===== config.mk =====
export PLATFORM = sky130hd
export DESIGN_NAME = ram_dp_arb_ctrl
export DESIGN_NICKNAME = d
export VERILOG_FILES = /design/src/rtl/ram_dp_arb_ctrl.sv
export SDC_FILE = /design/constraint.sdc
export NUM_CORES = 1
export LEC_CHECK = 0
export CORE_ASPECT_RATIO = 1.2
export CORE_MARGIN = 2
export CORE_UTILIZATION = 44
export CTS_CLUSTER_DIAMETER = 50
export CTS_CLUSTER_SIZE = 8
export DETAILED_ROUTE_END_ITERATION = 7
export PLACE_DENSITY = 0.92
export SLEW_MARGIN = 20
export SYNTH_ARGS = -nofsm -noshare
export SYNTH_HDL_FRONTEND = slang
export SYNTH_SLANG_ARGS = --single-unit

===== constraint.sdc =====
create_clock -name clk -period 3.4 [get_ports clk]
set_clock_uncertainty 0.1 [all_clocks]
set_input_delay 0.68 -clock clk [delete_from_list [all_inputs] [get_ports clk]]
set_output_delay 0.68 -clock clk [all_outputs]
set_load 0.01 [all_outputs]

===== src/rtl/ram_dp_arb_ctrl.sv =====
// ram_dp_arb_ctrl: round-robin arbiter and setup/strobe/hold sequencer sharing an async dual-port RAM
// between requesters A and B. Define RAM_ARB_STATS_EN to add saturating ack counters cnt_a/cnt_b.
module ram_dp_arb_ctrl #(
  parameter int DATA_WIDTH  = 8,
  parameter int ADDR_WIDTH  = 8,
  parameter int WAIT_CYCLES = 2
) (
  input  logic                  clk,
  input  logic                  rst_n,
  input  logic                  req_a,
  input  logic                  we_a,
  input  logic [ADDR_WIDTH-1:0] addr_a,
  input  logic [DATA_WIDTH-1:0] wdata_a,
  output logic                  ack_a,
  output logic [DATA_WIDTH-1:0] rdata_a,
  input  logic                  req_b,
  input  logic                  we_b,
  input  logic [ADDR_WIDTH-1:0] addr_b,
  input  logic [DATA_WIDTH-1:0] wdata_b,
  output logic                  ack_b,
  output logic [DATA_WIDTH-1:0] rdata_b,
  output logic                  busy,
  output logic [ADDR_WIDTH-1:0] ram_address_0,
  output logic [DATA_WIDTH-1:0] ram_data_0,
  output logic                  ram_cs_0,
  output logic                  ram_we_0,
  output logic                  ram_oe_0,
  output logic [ADDR_WIDTH-1:0] ram_address_1,
  output logic                  ram_cs_1,
  output logic                  ram_oe_1,
  output logic                  ram_we_1,
  input  logic [DATA_WIDTH-1:0] ram_data_1
`ifdef RAM_ARB_STATS_EN
  ,
  output logic [15:0]           cnt_a,
  output logic [15:0]           cnt_b
`endif
);

  localparam int CNT_W = $clog2(WAIT_CYCLES + 1);
  localparam logic [CNT_W-1:0] WAIT_LOAD = CNT_W'(WAIT_CYCLES);
  localparam logic [CNT_W-1:0] WAIT_LAST = CNT_W'(1);

  typedef enum logic [1:0] {IDLE, SETUP, ACCESS, HOLD} state_t;

  state_t                state;
  state_t                state_nxt;
  logic                  last_a;      // 0 means B was granted last, so A wins the next tie
  logic                  lat_we;
  logic                  lat_id;      // 0 = A, 1 = B
  logic [ADDR_WIDTH-1:0] lat_addr;
  logic [DATA_WIDTH-1:0] lat_wdata;
  logic [CNT_W-1:0]      wait_cnt;
  logic                  grant;
  logic                  grant_b;
  logic                  access_done;

  assign access_done = (state == ACCESS) && (wait_cnt == WAIT_LAST);

  always_ff @(posedge clk or negedge rst_n) begin
    if (!rst_n) state <= IDLE;
    else        state <= state_nxt;
  end

  always_comb begin
    state_nxt = state;
    grant     = 1'b0;
    grant_b   = 1'b0;
    case (state)
      IDLE: begin
        if (req_a || req_b) begin
          grant     = 1'b1;
          grant_b   = req_b && (!req_a || last_a);
          state_nxt = SETUP;
        end
      end
      SETUP:   state_nxt = ACCESS;
      ACCESS:  if (access_done) state_nxt = HOLD;
      HOLD:    state_nxt = IDLE;
      default: state_nxt = IDLE;
    endcase
  end

  always_comb begin
    ram_address_0 = '0;
    ram_data_0    = '0;
    ram_address_1 = '0;
    ram_cs_0      = 1'b0;
    ram_we_0      = 1'b0;
    ram_cs_1      = 1'b0;
    ram_oe_1      = 1'b0;
    ack_a         = 1'b0;
    ack_b         = 1'b0;
    if (state != IDLE) begin
      if (lat_we) begin
        ram_address_0 = lat_addr;
        ram_data_0    = lat_wdata;
      end else begin
        ram_address_1 = lat_addr;
      end
    end
    if (state == ACCESS) begin
      ram_cs_0 = lat_we;
      ram_we_0 = lat_we;
      ram_cs_1 = !lat_we;
      ram_oe_1 = !lat_we;
    end
    if (state == HOLD) begin
      ack_a = !lat_id;
      ack_b = lat_id;
    end
  end

  assign ram_oe_0 = 1'b0;
  assign ram_we_1 = 1'b0;
  assign busy     = (state != IDLE);

  always_ff @(posedge clk or negedge rst_n) begin
    if (!rst_n) begin
      last_a    <= 1'b0;
      lat_we    <= 1'b0;
      lat_id    <= 1'b0;
      lat_addr  <= '0;
      lat_wdata <= '0;
      wait_cnt  <= '0;
    end else begin
      if (grant) begin
        lat_we    <= grant_b ? we_b    : we_a;
        lat_addr  <= grant_b ? addr_b  : addr_a;
        lat_wdata <= grant_b ? wdata_b : wdata_a;
        lat_id    <= grant_b;
        last_a    <= !grant_b;
      end
      if (state == SETUP)       wait_cnt <= WAIT_LOAD;
      else if (state == ACCESS) wait_cnt <= wait_cnt - WAIT_LAST;
    end
  end

  // Read data is sampled on the edge that leaves ACCESS, while oe_1 is still asserted.
  always_ff @(posedge clk or negedge rst_n) begin
    if (!rst_n) begin
      rdata_a <= '0;
      rdata_b <= '0;
    end else if (access_done && !lat_we) begin
      if (lat_id) rdata_b <= ram_data_1;
      else        rdata_a <= ram_data_1;
    end
  end

`ifdef RAM_ARB_STATS_EN
  logic [15:0] cnt_a_r;
  logic [15:0] cnt_b_r;

  always_ff @(posedge clk or negedge rst_n) begin
    if (!rst_n) begin
      cnt_a_r <= '0;
      cnt_b_r <= '0;
    end else begin
      if (ack_a && (cnt_a_r != '1)) cnt_a_r <= cnt_a_r + 16'd1;
      if (ack_b && (cnt_b_r != '1)) cnt_b_r <= cnt_b_r + 16'd1;
    end
  end

  assign cnt_a = cnt_a_r;
  assign cnt_b = cnt_b_r;
`endif

endmodule


==> qor.txt <==
Worst setup startpoint: state[0]$_DFFE_PN0P_
Largest area contributor in the netlist: dfrtp_1
Post_cts resized: 0
Vias in the first global route: 1714
First-pass GRT wire length: 7.631 mm
Static leakage: 1.240 nW
VDD IR max: 0.4464 mV
Port bufs: 92
Post-CTS Hold Buffers: 0
Min Tclk post-route: 3.069 ns
FFs w/ async S/R, synth: 100.0%
I/O pin count: 95
Max Fanout on Critical Path: 16
Slew Limit Fails: 0
Routed WL: 4.607 mm
Routed len/inst: 13.55 microns
Outcome: finished clean
Final period util: 90.26%
Vias per cell: 5.026
HPWL Detailed: 3.370 mm
Gpl congestion: 0.7519
Core area: 4527 sq um
Post-synth EDFFs: 0
Syn avg cell area: 10.48 sq um
Post-synth cell types: 25
Initial antenna violation count: 0
H-tree depth: 2
Clk sinks: 39
Mapped cell area: 2043 sq um
Pre-CTS setup slack: 0.6211 ns
CTS tree: built
Pwr Total: 2.787 mW
Slew HR: 43.32%
CP Launch Type: flop
Int Pwr: 1.818 mW
Most numerous cell in the Yosys netlist: dfrtp_1
Yosys reg bits: 39
Top FF cell, synth: dfrtp_1
# diodes: 0
Global route overflow: 0
Nets@finish: 332
Clk pin slew, worst setup/hold paths: 0.08 ns
TritonCTS buffer count: 5
Data required time of the critical path: 2.62 ns
Worst path arrival time: 2.29 ns
CTS Root Cell: clkbuf_8
Sequential group share of total power: 30.2%
Clock Power Share: 13.8%
Final Hold Vio Count: 0
CP top delay family: simple AND/OR/NAND/NOR gates
R2R Path Start: state[0]$_DFFE_PN0P_
# fillers: 378
Max clock buf depth: 2
Yosys warns: 0
Seq/Total Area, Yosys: 47.76%
Die area: 5207 sq um
Max-Cap Viols: 0
Setup_tns: 0 ns
Net Sw Frac: 34.76%
Unrepaired setup endpoints after global routing: no
Post CTS Setup Buffer Count: 0
Setup crit end kind: primary output
WS Path Type: flop to primary output
Row count: 27
Largest net degree at the start of global routing: 40
FMAX: 0.3258 GHz
Slew @ Worst Pin: 0.8501 ns
Final setup violation count: 0
Worst setup margin: 0.3310 ns
Final ANT Viol Nets: 0
Leading post-synthesis cells by cell area: dfrtp_1 (48%), mux2_2 (9.4%), and2_1 (8.0%)
Tot GR Track Use: 18.96%
Routed vias: 1709
P per Cell Area: 908.8 nW/um^2
Crit-path max cell delay: 0.53 ns
Logic gate share of total power: 56.0%
Initial core utilization: 45.14%
Hold Crit Class: input pin to asynchronous set/reset pin
Die Span Y: 78.65 microns
DRC Markers: 0
Area growth, synth to finish: 50.09%
Synth Instances: 195
Worst-path cell chain: inv_1, ha_1, and2b_1, and2_1, clkdlybuf4s50_1
Yosys top cell area share: 47.76%
P_sw: 0.9687 mW
Router iterations before antenna repair: 4
Layout cells sized above 1: 11.35%
Die Width: 66.21 microns
Worst-skew pair later-pin latency: 0.29 ns
Crit path buf inv count: 2
DR iter-0 viols: 89
Slowest cell on crit path: clkdlybuf4s50_1
Most instantiated cells after synthesis: dfrtp_1 (39), and2_1 (26), nor2_1 (19), o21ai_0 (19)
through the flow:
step / util (%) / instances / hold WS [ns] / instance area, sq um
final: 67.74 / 340 / 0.3962 / 3067
after global routing: 67.74 / 340 / 0.4262 / 3067
after CTS: 67.74 / 340 / 0.4112 / 3067
after detailed placement: 65.26 / 332 / 0.3922 / 2954
after global placement: 65.26 / 332 / 0.3879 / 2954
after floorplan: - / 196 / 0.2844 / 2047
worst paths after layout:
| check | slack (ns) | end | cells past startpoint |
|---|---|---|---|
| worst max-delay path | 0.33 | ram_address_0[7] | 5 |
| worst min-delay path | 0.40 | rdata_b[6]$_DFFE_PN0P_ | 1 |
| worst max register to register | 1.43 | rdata_a[4]$_DFFE_PN0P_ | 5 |
| worst min register to register | 0.41 | rdata_b[1]$_DFFE_PN0P_ | 1 |
| max in group asynchronous | 2.28 | wait_cnt[0]$_DFFE_PN0P_ | 1 |
| min in group clk | 0.41 | rdata_b[1]$_DFFE_PN0P_ | 1 |
registers in the layout (all words and copies together) (netlist names):
register	flops
state	2
wait_cnt	2
rdata_a	8
lat_addr	8
lat_wdata	8
rdata_b	8
lat_we	1
lat_id	1
last_a	1
final cells by class:
| type | instances | area (sq um) | share of cell area (%) |
|---|---|---|---|
| clock buffers | 5 | 68.82 | 2.244 |
| clock inverters | 3 | 43.79 | 1.428 |
| inverters | 6 | 22.52 | 0.7344 |
| multi-input cells | 135 | 952.2 | 31.05 |
| flip-flops and latches | 39 | 975.9 | 31.82 |
| well taps | 58 | 72.57 | 2.366 |
| repair buffers | 94 | 930.9 | 30.35 |
placed cells by master, fill, tap and decap left out, drive strengths merged, types with 3 or more instances in the layout:
master and instances:
a31oi 17, and2 26, buf 3, clkbuf 5
clkdlybuf4s50 91, dfrtp 39, ha 5, inv 6
mux2 18, nor2 19, nor2b 3, o21ai 19
or3b 17
logic make-up (layout without fill, tap and decap cells):
group	count (synthesis)	count (layout)	synth area share (%)
and+or+nand+nor	69	69	21.37
buffers and inverters	22	108	5.817
other	1	2	0.1835
DFF	39	39	47.77
adders and majority gates	5	5	3.062
AOI/OAI and AO/OA	41	41	11.88
muxes	18	18	9.920
worst register-to-register path: cells and delay by family, from the launching register on:
kind                       cells  cell delay (ns)
adders and majority gates      1             0.21
buffers and inverters          1             0.09
DFF                            1             0.42
muxes                          1             0.38
and+or+nand+nor                2             0.66
power by group through the flow:
stage                     logic (mW)  clock network [mW]  registers, mW
after floorplan                0.798                   0          0.866
after global placement          1.54                   0          0.837
after detailed placement        1.58                   0          0.852
after CTS                       1.59               0.396          0.842
after global routing            1.71               0.420          0.872
final                           1.56               0.385          0.841
metal layers:
layer | share of wire (%) | track usage [%] | up-vias
met3 | 7.5 | 5.731 | 5
li1 | - | - | 843
met5 | 0 | 0 | -
met1 | 41 | 20.87 | 790
met2 | 50 | 34.40 | 71
met4 | 1.1 | 5.510 | 0
Note: power is estimated with default switching activity, not from simulation.
